$ cat src/rtl/control_sequencer_if.sv
// Opcode/control bundle between the SAP-BR sequencer (master) and the datapath (slave).
interface control_sequencer_if;
  logic [3:0] OPCODE;
  logic       INC_PC;
  logic       EN_PC_OUT;
  logic       _EN_MAR_IN;
  logic       _EN_RAM_OUT;
  logic       _EN_IR_IN;
  logic       _EN_IR_OUT;
  logic       _EN_A_IN;
  logic       EN_A_OUT;
  logic       _EN_B_IN;
  logic       SUB;
  logic       EN_ALU_OUT;
  logic       _EN_OUT_IN;
  logic       HALT;
  logic [5:0] T_STATE;

  modport master (
    input  OPCODE,
    output INC_PC, EN_PC_OUT, _EN_MAR_IN, _EN_RAM_OUT, _EN_IR_IN, _EN_IR_OUT,
           _EN_A_IN, EN_A_OUT, _EN_B_IN, SUB, EN_ALU_OUT, _EN_OUT_IN, HALT, T_STATE
  );

  modport slave (
    output OPCODE,
    input  INC_PC, EN_PC_OUT, _EN_MAR_IN, _EN_RAM_OUT, _EN_IR_IN, _EN_IR_OUT,
           _EN_A_IN, EN_A_OUT, _EN_B_IN, SUB, EN_ALU_OUT, _EN_OUT_IN, HALT, T_STATE
  );
endinterface

$ cat src/rtl/control_sequencer.sv
// SAP-BR six-state ring sequencer: fetch T1-T3, opcode-decoded execute T4-T6, sticky halt.
// Define CTRL_EARLY_RETIRE_EN to skip idle execute states (LDA 5 cycles, OUT/NOP 4 cycles).
module control_sequencer (
  input  logic                       CLOCK,
  input  logic                       RESET,
  control_sequencer_if.master        bus
);

  typedef enum logic [5:0] {
    T1 = 6'b000001,
    T2 = 6'b000010,
    T3 = 6'b000100,
    T4 = 6'b001000,
    T5 = 6'b010000,
    T6 = 6'b100000
  } t_state_e;

  localparam logic [3:0] OP_LDA = 4'h0;
  localparam logic [3:0] OP_ADD = 4'h1;
  localparam logic [3:0] OP_SUB = 4'h2;
  localparam logic [3:0] OP_OUT = 4'hE;
  localparam logic [3:0] OP_HLT = 4'hF;

  // Control vector indices; every line is computed active-high and re-polarised at the pins.
  localparam int C_INC_PC   = 0;
  localparam int C_PC_OUT   = 1;
  localparam int C_MAR_IN   = 2;
  localparam int C_RAM_OUT  = 3;
  localparam int C_IR_IN    = 4;
  localparam int C_IR_OUT   = 5;
  localparam int C_A_IN     = 6;
  localparam int C_A_OUT    = 7;
  localparam int C_B_IN     = 8;
  localparam int C_SUB      = 9;
  localparam int C_ALU_OUT  = 10;
  localparam int C_OUT_IN   = 11;
  localparam int NUM_CTRL   = 12;

  localparam logic [NUM_CTRL-1:0] ACT_LOW = 12'h97C;

  t_state_e              state_reg, state_next;
  logic                  halted_reg, halted_next;
  logic                  halt_active;
  logic                  ctrl_en;
  logic                  is_lda, is_add, is_sub, is_out, is_hlt, is_arith;
  logic [NUM_CTRL-1:0]   ctrl_act;
  logic [NUM_CTRL-1:0]   ctrl_pin;

  assign is_lda   = (bus.OPCODE == OP_LDA);
  assign is_add   = (bus.OPCODE == OP_ADD);
  assign is_sub   = (bus.OPCODE == OP_SUB);
  assign is_out   = (bus.OPCODE == OP_OUT);
  assign is_hlt   = (bus.OPCODE == OP_HLT);
  assign is_arith = is_add | is_sub;

`ifdef CTRL_EARLY_RETIRE_EN
  logic retire_t4, retire_t5;
  assign retire_t4 = ~(is_lda | is_arith | is_hlt);
  assign retire_t5 = is_lda;
`endif

  // Halt is visible combinationally on entering T4 and held afterwards by halted_reg.
  assign halt_active = halted_reg | ((state_reg == T4) & is_hlt);
  assign ctrl_en     = ~RESET & ~halt_active;

  always_ff @(posedge CLOCK or posedge RESET) begin
    if (RESET) begin
      state_reg  <= T1;
      halted_reg <= 1'b0;
    end else begin
      state_reg  <= state_next;
      halted_reg <= halted_next;
    end
  end

  always_comb begin
    state_next  = state_reg;
    halted_next = halt_active;
    case (state_reg)
      T1: state_next = T2;
      T2: state_next = T3;
      T3: state_next = T4;
      T4: begin
        if (halt_active) begin
          state_next = T4;
`ifdef CTRL_EARLY_RETIRE_EN
        end else if (retire_t4) begin
          state_next = T1;
`endif
        end else begin
          state_next = T5;
        end
      end
      T5: begin
`ifdef CTRL_EARLY_RETIRE_EN
        if (retire_t5) state_next = T1;
        else           state_next = T6;
`else
        state_next = T6;
`endif
      end
      T6:      state_next = T1;
      default: state_next = T1;
    endcase
  end

  always_comb begin
    ctrl_act = '0;
    case (state_reg)
      T1: begin
        ctrl_act[C_PC_OUT] = 1'b1;
        ctrl_act[C_MAR_IN] = 1'b1;
      end
      T2: ctrl_act[C_INC_PC] = 1'b1;
      T3: begin
        ctrl_act[C_RAM_OUT] = 1'b1;
        ctrl_act[C_IR_IN]   = 1'b1;
      end
      T4: begin
        if (is_lda | is_arith) begin
          ctrl_act[C_IR_OUT] = 1'b1;
          ctrl_act[C_MAR_IN] = 1'b1;
        end else if (is_out) begin
          ctrl_act[C_A_OUT]  = 1'b1;
          ctrl_act[C_OUT_IN] = 1'b1;
        end
      end
      T5: begin
        if (is_lda) begin
          ctrl_act[C_RAM_OUT] = 1'b1;
          ctrl_act[C_A_IN]    = 1'b1;
        end else if (is_arith) begin
          ctrl_act[C_RAM_OUT] = 1'b1;
          ctrl_act[C_B_IN]    = 1'b1;
          ctrl_act[C_SUB]     = is_sub;
        end
      end
      T6: begin
        if (is_arith) begin
          ctrl_act[C_ALU_OUT] = 1'b1;
          ctrl_act[C_A_IN]    = 1'b1;
          ctrl_act[C_SUB]     = is_sub;
        end
      end
      default: ctrl_act = '0;
    endcase
  end

  for (genvar gi = 0; gi < NUM_CTRL; gi++) begin : g_pin
    assign ctrl_pin[gi] = (ctrl_act[gi] & ctrl_en) ^ ACT_LOW[gi];
  end

  assign bus.INC_PC      = ctrl_pin[C_INC_PC];
  assign bus.EN_PC_OUT   = ctrl_pin[C_PC_OUT];
  assign bus._EN_MAR_IN  = ctrl_pin[C_MAR_IN];
  assign bus._EN_RAM_OUT = ctrl_pin[C_RAM_OUT];
  assign bus._EN_IR_IN   = ctrl_pin[C_IR_IN];
  assign bus._EN_IR_OUT  = ctrl_pin[C_IR_OUT];
  assign bus._EN_A_IN    = ctrl_pin[C_A_IN];
  assign bus.EN_A_OUT    = ctrl_pin[C_A_OUT];
  assign bus._EN_B_IN    = ctrl_pin[C_B_IN];
  assign bus.SUB         = ctrl_pin[C_SUB];
  assign bus.EN_ALU_OUT  = ctrl_pin[C_ALU_OUT];
  assign bus._EN_OUT_IN  = ctrl_pin[C_OUT_IN];
  assign bus.HALT        = halt_active & ~RESET;
  assign bus.T_STATE     = state_reg;

endmodule

$ cat src/flat_wrapper.sv
// flat-port wrapper written by rule: the top's interface ports become plain ports
module control_sequencer_flat 
  (CLOCK, RESET, bus_OPCODE, bus_INC_PC, bus_EN_PC_OUT, bus__EN_MAR_IN, bus__EN_RAM_OUT, bus__EN_IR_IN, bus__EN_IR_OUT, bus__EN_A_IN, bus_EN_A_OUT, bus__EN_B_IN, bus_SUB, bus_EN_ALU_OUT, bus__EN_OUT_IN, bus_HALT, bus_T_STATE);
  control_sequencer_if bus_i ();
  input  logic CLOCK;
  input  logic RESET;
  input wire logic [$bits(bus_i.OPCODE)-1:0] bus_OPCODE;
  output wire logic [$bits(bus_i.INC_PC)-1:0] bus_INC_PC;
  output wire logic [$bits(bus_i.EN_PC_OUT)-1:0] bus_EN_PC_OUT;
  output wire logic [$bits(bus_i._EN_MAR_IN)-1:0] bus__EN_MAR_IN;
  output wire logic [$bits(bus_i._EN_RAM_OUT)-1:0] bus__EN_RAM_OUT;
  output wire logic [$bits(bus_i._EN_IR_IN)-1:0] bus__EN_IR_IN;
  output wire logic [$bits(bus_i._EN_IR_OUT)-1:0] bus__EN_IR_OUT;
  output wire logic [$bits(bus_i._EN_A_IN)-1:0] bus__EN_A_IN;
  output wire logic [$bits(bus_i.EN_A_OUT)-1:0] bus_EN_A_OUT;
  output wire logic [$bits(bus_i._EN_B_IN)-1:0] bus__EN_B_IN;
  output wire logic [$bits(bus_i.SUB)-1:0] bus_SUB;
  output wire logic [$bits(bus_i.EN_ALU_OUT)-1:0] bus_EN_ALU_OUT;
  output wire logic [$bits(bus_i._EN_OUT_IN)-1:0] bus__EN_OUT_IN;
  output wire logic [$bits(bus_i.HALT)-1:0] bus_HALT;
  output wire logic [$bits(bus_i.T_STATE)-1:0] bus_T_STATE;
  assign bus_i.OPCODE = bus_OPCODE;
  assign bus_INC_PC = bus_i.INC_PC;
  assign bus_EN_PC_OUT = bus_i.EN_PC_OUT;
  assign bus__EN_MAR_IN = bus_i._EN_MAR_IN;
  assign bus__EN_RAM_OUT = bus_i._EN_RAM_OUT;
  assign bus__EN_IR_IN = bus_i._EN_IR_IN;
  assign bus__EN_IR_OUT = bus_i._EN_IR_OUT;
  assign bus__EN_A_IN = bus_i._EN_A_IN;
  assign bus_EN_A_OUT = bus_i.EN_A_OUT;
  assign bus__EN_B_IN = bus_i._EN_B_IN;
  assign bus_SUB = bus_i.SUB;
  assign bus_EN_ALU_OUT = bus_i.EN_ALU_OUT;
  assign bus__EN_OUT_IN = bus_i._EN_OUT_IN;
  assign bus_HALT = bus_i.HALT;
  assign bus_T_STATE = bus_i.T_STATE;
  control_sequencer u_core (.CLOCK(CLOCK), .RESET(RESET), .bus(bus_i));
endmodule
$ cat config.mk
export PLATFORM = sky130hd
export DESIGN_NAME = control_sequencer_flat
export DESIGN_NICKNAME = d
export VERILOG_FILES = /design/src/rtl/control_sequencer_if.sv /design/src/rtl/control_sequencer.sv /design/src/flat_wrapper.sv
export SDC_FILE = /design/constraint.sdc
export NUM_CORES = 1
export LEC_CHECK = 0
export CORE_MARGIN = 2
export CORE_UTILIZATION = 39
export DETAILED_ROUTE_END_ITERATION = 10
export PLACE_DENSITY = 0.84
export SLEW_MARGIN = 20
export SYNTH_ARGS = -nofsm -noshare
export SYNTH_HDL_FRONTEND = slang
export SYNTH_SLANG_ARGS = --single-unit
$ cat constraint.sdc
create_clock -name CLOCK -period 2.2 [get_ports CLOCK]
set_input_delay 0.22 -clock CLOCK [delete_from_list [all_inputs] [get_ports CLOCK]]
set_output_delay 0.22 -clock CLOCK [all_outputs]
set_load 0.1 [all_outputs]
* Word-level counts from Yosys, hierarchy flattened
Cells that the tools add are included.
** Word-level totals
- Register bits :: 7
- Output and inout bits :: 19
** Cells by class
- Equality and inequality tests :: 10
- Mux-type cells :: 22
- Bitwise operators :: 26
- Reduce and logical (&&, ||, !) cells :: 1
** Operator list (count)
- 6-bit case mux with 5 select lines :: 1
- 1-bit AND :: 14
- 1-bit two-way mux :: 13
- 1-bit NOT :: 9
- 4-bit equality test (second input constant) :: 2
- 1-bit case mux with 2 select lines :: 4
- 6-bit by 1-bit equality test with 1-bit output (second input constant) :: 1
- 6-bit by 2-bit equality test with 1-bit output (second input constant) :: 1
- 6-bit by 3-bit equality test with 1-bit output (second input constant) :: 1
- 6-bit by 4-bit equality test with 1-bit output (second input constant) :: 1
- 6-bit by 5-bit equality test with 1-bit output (second input constant) :: 1
- 6-bit equality test (second input constant) :: 1
- 2-bit two-way mux :: 3
- 5-bit two-way mux :: 1
- 4-bit by 1-bit equality test with 1-bit output (second input constant) :: 1
- 4-bit by 2-bit equality test with 1-bit output (second input constant) :: 1
- 4-bit zero test :: 1
- 1-bit OR :: 3

* Longest topological paths before layout
Gate-level depths: netlist of the first run.
- Word-level depth :: 7
- Depth in mapped cells :: 4
- Gate-level depth less buffers :: 4

* Worst setup path after synthesis of the first run
OpenSTA, ideal clock, no wires.
- Kind :: reg-to-output
- From :: register u_core.state_reg[4], in the netlist u_core.bus.T_STATE[4]
- To :: output bus_EN_A_OUT
- Arrival :: 4.404 ns
- Required time :: 1.980 ns
- Setup slack :: -2.424 ns
- Cell stages (with the launch flop) :: 4
- Path buffers :: 0
- Cells stage by stage :: dfrtp_1 -> nor4_2 -> nand2_1 -> nor4_1
** Between the ends
- Cells in the longest elaborated chain, start to end :: 6
- Elaborated cells between the ends (all ways) :: 7
** Ends and longest elaborated chain
- start, declared :: line control_sequencer.sv:41 : t_state_e state_reg, state_next;
- start signal, assigned :: line control_sequencer.sv:71 : state_reg <= state_next;
- 6-bit by 4-bit equality test with 1-bit output (*) :: line control_sequencer.sv:63, control_sequencer.sv:109
- 1-bit AND :: line control_sequencer.sv:63 : assign halt_active = halted_reg | ((state_reg == T4) & is_hlt);
- 1-bit OR :: line control_sequencer.sv:63
- 1-bit NOT :: line control_sequencer.sv:64 : assign ctrl_en = ~RESET & ~halt_active;
- 1-bit AND :: line control_sequencer.sv:64
- 1-bit AND (*) :: line control_sequencer.sv:150 : assign ctrl_pin[gi] = (ctrl_act[gi] & ctrl_en) ^ ACT_LOW[gi];
- end, declared :: line flat_wrapper.sv:15 : output wire logic [$bits(bus_i.EN_A_OUT)-1:0] bus_EN_A_OUT;
Mark *: on every way between the ends. The rest lies on a longest branch, timed or not.

* Worst setup path in the final report of the first run
- From :: register u_core.state_reg[1], in the netlist u_core.bus.T_STATE[1]
- To :: output bus_SUB
** Between the ends
- Cells in the longest elaborated chain, start to end :: 6
- Elaborated cells between the ends (all ways) :: 9
** Ends and longest elaborated chain
- 6-bit by 4-bit equality test with 1-bit output :: line control_sequencer.sv:63
- 1-bit AND :: line control_sequencer.sv:63
- 1-bit OR :: line control_sequencer.sv:63
- 1-bit NOT :: line control_sequencer.sv:64
- 1-bit AND :: line control_sequencer.sv:64
- 1-bit AND (*) :: line control_sequencer.sv:150
- end, declared :: line flat_wrapper.sv:17 : output wire logic [$bits(bus_i.SUB)-1:0] bus_SUB;
Marked as above.

==> results.cfg, run 1 <==
[critical_path]
path_class = reg -> out
r2r_start = u_core.bus.T_STATE[1]$_DFF_PP0_
path_cells = or4_4 > or4_4 > a211oi_4 > buf_12
critPathMaxStageDelay_ps = 520
path_common_cell = or4_4
reg2reg_slack_ps = 580
cp_top_family = simple AND/OR/NAND/NOR gates
worst_setup_path_start_kind = register
reg2reg_depth = 5
path_buf_inv = 1
cp.required_ps = 1980
crit_arrival_ps = 2150
crit_path_end_kind = output port
slowest_stage = or4_4
r2r-end = u_core.bus.T_STATE[3]$_DFF_PP0_
crit_fanout = 3

[run]
max_cap_violations = 0

[drt]
drc = 0
ant_nets = 0
drt_pass1_iterations = 4
drt_wl_total_mm = 2.01
wl_per_cell_um = 17.6
drt-initial-drc-count = 16
via_count = 632
avgViaCountPerCell = 5.54

[timing]
slew_violations = 0
hold_viol = 0
period_minus_slack_ps = 2370
fmax_mhz = 422
fin_crit_sh = 1.08
hold_ws_ps = 206
clock_skew_ps = 5.68
fin_ws_ps = -168
setup_tns_ps = -608
tightest_slew_ps = 323
max_slew_margin = 0.784
rsz0062_at_grt = yes
setup_viol = 5

[outcome]
outcome = finished with violations
failed_checks = setup timing

[layout]
final_layout_size_suffix_gt1_frac = 0.626
final.fill_count = 55
antenna_cells = 0
seqCellArea_um2 = 189
area_growth_pct = 118
largest_register_ffs = 6
multiInputGateArea_um2 = 447
final_nets = 106

[clocking]
cts_root_buffer = clkbuf_4
cts_tree = built
clock_sinks = 7
clkTransAtPathRegs_ps = 60
hold_buffers = 0
clkLatencyLatePin_ps = 270
htreeDepth = 1
cts_buffers = 3
clockBufferDepth = 2

[global_route]
grt_usage = 0.264
antenna_found_initial = 0
gr-total-overflow = 0
grt_pass1_vias = 572
grt_max_degree = 10
grt_pass1_wl_mm = 2.68

[yosys]
synth_cell_types = 33
ys_ff_latch = 7
synth-warning-count = 0
netlist_instances = 60
avgSynthCellArea_um2 = 8.76
ys_seq_area_frac = 0.336
netlist_area_um2 = 526
syn_nets = 66

[die]
die_w_um = 40.7
die_h_um = 40.7
num_rows = 13
initial_core_util = 0.409
die-area_um2 = 1660
design.core.area_um2 = 1280
ios = 25

[power]
leakage_nw = 0.475
max-vdd-ir-drop_mv = 0.847
power.density_nw_per_um2 = 1170

[placed_design]
pre_cts_ws_ps = -15.1
port_buffers = 24
dp_hpwl_mm = 1.52
place_congestion = 0.802

[min_path]
hold_path.class = in -> async
[worst max-delay path by stage]
| stage | end | startpoint | cells past startpoint |
|---|---|---|---|
| detailed placement | bus_SUB | u_core.bus.T_STATE[0]$_DFF_PP1_ | 4 |
| finish | bus_SUB | u_core.bus.T_STATE[1]$_DFF_PP0_ | 4 |
| CTS | bus_SUB | u_core.bus.T_STATE[1]$_DFF_PP0_ | 4 |
| global route | bus_SUB | u_core.bus.T_STATE[1]$_DFF_PP0_ | 4 |
| global placement | bus_SUB | u_core.bus.T_STATE[0]$_DFF_PP1_ | 4 |
| floorplan | bus_SUB | u_core.bus.T_STATE[1]$_DFF_PP0_ | 3 |
[layer usage]
| metal | vias to the layer above | GRT usage | share of wire |
|---|---|---|---|
| met1 | 309 | 0.315 | 0.41 |
| met5 | - | 0 | 0 |
| met2 | 14 | 0.448 | 0.52 |
| li1 | 302 | - | - |
| met3 | 7 | 0.0761 | 0.041 |
| met4 | 0 | 0.0917 | 0.023 |
[layout make-up]
type,count,area share
sequential,7,0.165
inverter,3,0.00984
tap,15,0.0164
timing repair buffer,36,0.396
clock buffer,4,0.0230
multi-input combinational,49,0.390
[stage by stage]
stage	power (mW)	utilization	cell area, µm²	cells
2_1_floorplan	0.834	-	616	60
3_3_place_gp	1.12	0.832	1070	109
3_5_place_dp	1.15	0.832	1070	109
4_1_cts	1.31	0.875	1120	114
5_1_grt	1.39	0.891	1140	114
6_report	1.34	0.891	1140	114
[cell usage in the layout, fill, tap and decap left out, types with 2 or more instances in the layout]
master           synthesis  final
buf_4                    0     16
buf_12                   0     13
clkdlybuf4s50_1          0      5
nor2_1                   4      4
dfrtp_2                  0      4
nand3b_1                 3      3
inv_1                    3      3
nand2b_1                 3      3
or4_4                    2      3
clkbuf_4                 0      3
nor4_4                   0      2
nor3_1                   3      2
o211ai_1                 2      2
nand2_1                  3      2
and2_2                   0      2
o21ai_4                  0      2
buf_6                    0      2
[power breakdown]
group          switching [mW]  internal (mW)
Combinational           0.655          0.351
Sequential             0.0280          0.184
Clock                  0.0546         0.0697
Total                   0.738          0.605
[synth_stat cells (all sizes together)]
cell,n,share of area
and3b,1,0.017
xor2,1,0.017
inv,3,0.021
or2,1,0.012
nor4,3,0.048
a21oi,1,0.0095
nor2,4,0.029
o211ai,2,0.029
clkbuf,1,0.0071
nand2,3,0.021
and2,2,0.024
dfstp,1,0.050
dfrtp,6,0.29
and3,2,0.024
or4,3,0.057
o21ai,3,0.029
o21bai,2,0.029
nand2b,3,0.036
nor3,4,0.048
xnor2,1,0.017
a31oi,1,0.012
a211oi,2,0.038
nor2b,2,0.024
a211o,1,0.017
a31o,1,0.017
nand3b,3,0.043
or3b,1,0.017
nand3,1,0.0095
and4,1,0.017
[what timing repair did]
item / 4_1_cts / 5_1_grt
gates resized for setup: 3 / 5
pin swaps: 7 / 2
setup endpoints to repair: 10 / 10
buffers inserted: 1 / 0
[cell families (layout without fill, tap and decap cells)]
kind of cell,count (synthesis),count (layout),share of synthesized area
and+or+nand+nor,34,34,0.424
AOI/OAI and AO/OA,13,13,0.179
DFF,7,7,0.336
buffers and inverters,4,43,0.0286
xor gates and xnor gates,2,2,0.0333
Note: power is estimated with default switching activity, not from simulation.
==> inputs of run 2 (changes only) <==
Clock period 2.2 ns to 2.5 ns, I/O delays scaled along.
==> run 2 against run 1 <==
Compared with the run above:
- the flow now finishes without violations
- worst hold slack gained 41 ps
- combinational power shrank 30%
- clock power shrank 12%
- largest cell class is now multi-input gates
- clock skew grew 4.1 ps
- first-iteration DRC count shrank 31%
- design area shrank 14%
- global-route usage shrank 3.6 points
- non-clock buffer count shrank 10
- wire length shrank 22%
- die area is the same
- critical path type unchanged
- sequential share of layout area grew 2.3 points
- core utilization shrank 13 points
==> results.cfg, run 2 (same netlist as run 1, synthesis figures left out) <==
[outcome]
outcome = complete, no violations

[die]
die_w_um = 40.7
num_rows = 13
ios = 25
initial_core_util = 0.409
die_h_um = 40.7
design.core.area_um2 = 1280
die-area_um2 = 1660

[clocking]
cts_buffers = 3
clock_sinks = 7
clockBufferDepth = 2
clkLatencyLatePin_ps = 270
htreeDepth = 1
cts_root_buffer = clkbuf_4
cts_tree = built
clkTransAtPathRegs_ps = 60

[timing]
slew_violations = 0
setup_tns_ps = 0
period_minus_slack_ps = 2450
fmax_mhz = 409
hold_viol = 0
max_slew_margin = 0.711
fin_crit_sh = 0.979
rsz0062_at_grt = no
setup_viol = 0
tightest_slew_ps = 430
clock_skew_ps = 9.74

[critical_path]
path_class = reg -> out
critPathMaxStageDelay_ps = 530
crit_fanout = 6
worst_setup_path_start_kind = register
cp.required_ps = 2250
crit_path_end_kind = output port
slowest_stage = or4_4
crit_arrival_ps = 2200
path_cells = or4_4 > or4_4 > a211oi_4 > buf_12
path_common_cell = or4_4

[min_path]
hold_path.class = in -> async

[placed_design]
dp_hpwl_mm = 1.21
place_congestion = 0.816
port_buffers = 24

[drt]
drt_wl_total_mm = 1.56
drc = 0
avgViaCountPerCell = 5.85
ant_nets = 0
drt-initial-drc-count = 11
via_count = 608
wl_per_cell_um = 15.0
drt_pass1_iterations = 4

[power]
p_int_uw = 437
leakage_nw = 0.406
p_comb_frac = 0.688
p_seq_frac = 0.206
p_sw_uw = 584
clkPwrFrac = 0.106
power.density_nw_per_um2 = 1040
p_sw_frac = 0.572
max-vdd-ir-drop_mv = 0.643
finalPower_mw = 1.02

[global_route]
grt_pass1_vias = 547
antenna_found_initial = 0
grt_max_degree = 10
grt_usage = 0.228
gr-total-overflow = 0
grt_pass1_wl_mm = 2.41

[layout]
final_util = 0.762
final_nets = 96
most-common-layout-cells = buf_12 (11), buf_4 (10), clkdlybuf4s50_1 (5)
largest_register_ffs = 6
final_layout_size_suffix_gt1_frac = 0.494
antenna_cells = 0
mostFrequentLayoutCell = buf_12
area_growth_pct = 86.4

[run]
max_cap_violations = 0
[run 2: changes by cell type in the layout (fill, tap and decap cells not counted), sizes merged]
| cell | change |
|---|---|
| buf | -10 |
[run 2: path summary, 6_finish.rpt]
kind	start	endpoint	slack (ps)	cells after the start
hold reg to reg	u_core.halted_reg$_DFF_PP0_	u_core.bus.T_STATE[4]$_DFF_PP0_	480	1
setup / recovery	u_core.bus.T_STATE[1]$_DFF_PP0_	bus_SUB	50	4
max in group asynchronous	RESET	u_core.bus.T_STATE[0]$_DFF_PP1_	1970	2
min in group CLOCK	u_core.halted_reg$_DFF_PP0_	u_core.bus.T_STATE[4]$_DFF_PP0_	480	1
hold / removal	RESET	u_core.bus.T_STATE[1]$_DFF_PP0_	250	2
setup reg to reg	u_core.bus.T_STATE[1]$_DFF_PP0_	u_core.bus.T_STATE[3]$_DFF_PP0_	1020	4
[run 2: final cells by class]
| type | instances | area (µm²) |
|---|---|---|
| tap | 15 | 18.8 |
| multi-input combinational | 49 | 394 |
| inverter | 3 | 11.3 |
| fill | 92 | 305 |
| sequential | 7 | 184 |
| clock buffer | 4 | 26.3 |
| timing repair buffer | 26 | 345 |
[run 2: through the flow]
step / area, µm² / hold slack (ps) / worst slack (ps) / instances
after floorplan: 593 / 57.5 / -350 / 60
after global placement: 953 / 462 / 241 / 100
after detailed placement: 953 / 473 / 223 / 100
after CTS: 980 / 249 / 50.8 / 104
after global routing: 980 / 284 / 12.6 / 104
final: 980 / 247 / 53.7 / 104
[run 2: metal layers]
metal  up-vias  global-route usage  wire length (µm)  share of wire
li1        280                   -                 -              -
met1       303               0.268               646           0.41
met2        25               0.381               810           0.52
met3         0              0.0978               107          0.068
met4         0              0.0500                 0              0
met5         -                   0                 0              0
[run 2: repair_timing]
| item | 4_1_cts | 5_1_grt |
|---|---|---|
| setup endpoints to repair | 2 | 0 |
| buffers inserted | 0 | 0 |
| gates resized for setup | 0 | 0 |
| hold buffers | 0 | 0 |
[run 2: worst max-delay path: cells and delay by family (launching register included)]
kind / cells / cell delay (ps)
compound gates: 1 / 210
simple gates: 2 / 1000
buf+inv: 1 / 210
flops: 1 / 500
[run 2: power groups by stage]
stage,Clock [mW],Sequential (mW),Combinational [mW]
floorplan,0,0.391,0.322
global placement,0,0.203,0.695
detailed placement,0,0.209,0.702
CTS,0.111,0.207,0.704
global route,0.114,0.215,0.733
finish,0.109,0.210,0.703
==> RTL change 1 (config.mk and constraints of run 2) <==
Reset style: synchronous (`RESET`), changed in one clocked block.
--- a/src/rtl/control_sequencer.sv
+++ b/src/rtl/control_sequencer.sv
@@ -64,5 +64,5 @@
   assign ctrl_en     = ~RESET & ~halt_active;
 
-  always_ff @(posedge CLOCK or posedge RESET) begin
+  always_ff @(posedge CLOCK) begin
     if (RESET) begin
       state_reg  <= T1;
Behaviour: differs if RESET is asserted again (counterexample within 4 cycles, from zero or initial values and one cycle with RESET high); with RESET held inactive, the same outputs for 10 cycles.
==> RTL change 1 against run 2 <==
- sequential cell count unchanged
- highest routed layer is now met4
- cell area increased by 6.5%
- die area up 9.9%
- via count grew 6.6%
- power decreased by 30%
- fmax up 16%
- largest power group unchanged
- worst setup slack improved by 0.34 ns
- synthesized area up 11%
- routed wire length up 8.3%
- critical path depth unchanged
==> RTL change 1: results <==
[placement]
dpl.hpwl_um = 1270
placed_area_um2 = 1020
pre_cts_ws_ns = 0.519

[setup_path]
reg2reg_to = u_core.halted_reg
slowest_stage = or3_1
crit_path_max_fanout = 10
cp.arrival_ns = 1.85
cp_slowest_stage_delay_ns = 0.45
reg2reg_depth = 3
startpoint = u_core.bus.T_STATE[2]

[global_route]
grt_pass1_vias = 635

[timing]
fin_skew_ns = 0.00862
worst_pin_slew_ns = 0.393
period_minus_slack_ns = 2.10

[yosys]
synth_common_cells = dfxtp_1, nor2_1, nor3_1
synthFlopType = dfxtp_1
ys_types = 36
syn_nets = 78
ys_top_cells_by_area = dfxtp_1, nor4_4, o211ai_1
synth_compound_area_share_pct = 15.9
postSynth.asyncResetShare_pct = 0

[finish]
finish.net_count = 102
layout.filler_cells = 98

[run_status]
status = finished, final reports clean

[routing]
drtPass1Iterations = 3
routed_wirelength_um = 1690

[power_and_ir_drop]
leakage_nw = 0.390
-- RTL change 1: routing by layer --
metal | part of all wire (%) | wire length [um] | global-route usage (%) | vias to the layer above
li1 | - | - | - | 316
met1 | 45 | 760 | 26.6 | 314
met2 | 50 | 842 | 31.8 | 13
met3 | 2.9 | 49 | 2.55 | 5
met4 | 2.3 | 39 | 12.5 | 0
met5 | 0 | 0 | 0 | -
-- RTL change 1: how the worst min path moves through the flow --
stage                          start                    end  slack [ns]
2_1_floorplan          bus_OPCODE[1]  u_core.bus.T_STATE[4]        0.53
3_3_place_gp   u_core.bus.T_STATE[4]  u_core.bus.T_STATE[5]        0.55
3_5_place_dp   u_core.bus.T_STATE[4]  u_core.bus.T_STATE[5]        0.56
4_1_cts        u_core.bus.T_STATE[4]  u_core.bus.T_STATE[5]        0.57
5_1_grt        u_core.bus.T_STATE[4]  u_core.bus.T_STATE[5]        0.58
6_report       u_core.bus.T_STATE[4]  u_core.bus.T_STATE[5]        0.57
-- RTL change 1: layout make-up --
type                    instances  area, um^2  area share (%)
clock buffers                   3        22.5            2.16
multi-input cells              57         464            44.5
repair buffers                 25         363            34.8
flip-flops and latches          7         163            15.6
inverters                       2        7.51           0.719
clock inverters                 1        5.00           0.480
well taps                      15        18.8            1.80
-- RTL change 1: stage by stage --
stage          total power, mW  cells  TNS (ns)
2_1_floorplan            0.510     72    -0.307
6_report                 0.711    110         0
3_5_place_dp             0.596    106         0
5_1_grt                  0.740    110         0
4_1_cts                  0.711    110         0
3_3_place_gp             0.588    106         0
-- RTL change 1: kinds of logic (layout without fill, tap and decap cells) --
family	Yosys count	after routing
xor+xnor	2	2
compound gates	13	13
buf+inv	8	31
flops	7	7
simple gates	42	42
-- RTL change 1: power by group --
group / switching [mW] / internal (mW)
registers: 0.0482 / 0.131
logic: 0.284 / 0.132
clock network: 0.0570 / 0.0592
==> RTL change 2 (settings of run 2) <==
Without the edit above. `NUM_CTRL`: 12 -> 18.
--- a/src/rtl/control_sequencer.sv
+++ b/src/rtl/control_sequencer.sv
@@ -35,5 +35,5 @@
   localparam int C_ALU_OUT  = 10;
   localparam int C_OUT_IN   = 11;
-  localparam int NUM_CTRL   = 12;
+  localparam int NUM_CTRL   = 18;
 
   localparam logic [NUM_CTRL-1:0] ACT_LOW = 12'h97C;
Behaviour: unchanged (Yosys induction, for registers that start in step).
==> RTL change 2 against run 2 <==
- cell area grew 11%
- via count grew 5.9%
- combinational power grew 16%
- final cell count grew 7.7%
- power grew 8.7%
- fmax grew 1.1%
- synthesized area grew 3.3%
- routed wire length grew 16%
- non-clock buffer count grew 9
- sequential cell count is the same
- worst setup slack gained 0.026 ns
- hold slack gained 0.0093 ns
- first-iteration DRC count shrank 18%
- critical endpoint is now bus__EN_A_IN
- largest cell class is now non-clock buffers
- highest routed layer unchanged
==> RTL change 2: results <==
[run_status]
status = finished, final reports clean

[placement]
place_congestion = 0.810
dpl.hpwl_um = 1300
place.port_buffers = 24
placed_area_um2 = 1010
placed_cells = 102

[finish]
diodes = 0
largest_reg_flops = 6
drive_above_1_share_pct = 55.7
fin_cells = 112

[yosys]
ys_types = 35
synth_common_cells = dfrtp_1, inv_1, nor3_1
synth_edf_count = 0
synthCells = 60
postSynth.asyncResetShare_pct = 100
synth-warning-count = 0
synthFlopType = dfrtp_1
syn_nets = 66
seq_area_frac_synth_pct = 32.5
ys_top_cells_by_area = dfrtp_1, a2111oi_4, dfstp_2

[global_route]
grt_max_degree = 10
grt_pass1_vias = 612
grtUsageTotal_pct = 25.3
gr-total-overflow = 0
antenna_found_initial = 0
grt_pass1_wl_um = 2740

[routing]
drt_iter0_markers = 9
wire_per_inst_um = 16.1
viasPerCell = 5.75
drtPass1Iterations = 4

[setup_path]
r2r_start = u_core.bus.T_STATE[1]
crit_path_max_fanout = 2
startpoint = u_core.bus.T_STATE[2]
cp_slowest_stage_delay_ns = 0.52
cp.arrival_ns = 2.17
slowest_stage = or4_4

[clock_tree]
max-clock-path-buffers = 2
clk_pin_slew_ns = 0.06
cts_root_buf = clkbuf_4
htreeDepth = 1
numCtsBuffers = 3
clk_latency_ns = 0.26

[power_and_ir_drop]
leakage_nw = 0.458
ir_worst_vdd_uv = 732

[hold_path]
hold_class = in -> async

[timing]
fin_skew_ns = 0.00184
relSlewSlack_pct = 70.9
RTL change 2: kinds of logic after synthesis:
family / Yosys count / share of synthesized area [%]
AO/OA/AOI/OAI: 13 / 21.0
XOR/XNOR: 2 / 3.23
buffers and inverters: 6 / 4.15
flip-flops: 7 / 32.5
AND/OR/NAND/NOR: 32 / 39.2
RTL change 2: layer usage:
| metal | global-route usage, % | wire length (um) |
|---|---|---|
| met5 | 0 | 0 |
| met4 | 3.23 | 0 |
| met3 | 9.57 | 113 |
| met2 | 43.4 | 959 |
| met1 | 30.9 | 733 |
RTL change 2: path summary, 6_finish.rpt:
kind	end	slack, ns	depth (start not counted)
worst max-delay path	bus__EN_A_IN	0.08	5
worst min-delay path	u_core.halted_reg	0.26	2
worst max register to register	u_core.bus.T_STATE[3]	0.88	5
worst min register to register	u_core.bus.T_STATE[4]	0.49	1
max in group asynchronous	u_core.bus.T_STATE[0]	1.95	2
min in group CLOCK	u_core.bus.T_STATE[4]	0.49	1
RTL change 2: worst max-delay path: cells and delay by family, from the launching register on:
family | cells | cell delay (ns)
AOI/OAI and AO/OA | 1 | 0.20
and+or+nand+nor | 2 | 0.97
buffers and inverters | 2 | 0.33
DFF | 1 | 0.41
RTL change 2: power by group:
group	internal (mW)	switching, mW
registers	0.157	0.0273
clock network	0.0614	0.0488
logic	0.275	0.541
total	0.493	0.617
RTL change 2: cell type report:
cell class	instances	area (um^2)
fillers	76	213
clock buffers	4	26.3
flip-flops and latches	7	185
repair buffers	35	438
multi-input cells	47	405
inverters	4	15.0
well taps	15	18.8
RTL change 2: repair_timing:
item,in CTS,in global routing
pin swaps,3,1
gates resized for setup,0,2
setup buffers,6,0
setup endpoints to repair,1,2
RTL change 2: per-stage QoR:
stage / worst slack [ns] / TNS, ns
floorplan: -0.543 / -1.00
global placement: 0.222 / 0
detailed placement: 0.207 / 0
CTS: -0.000875 / -0.000875
global route: 0.0381 / 0
finish: 0.0802 / 0
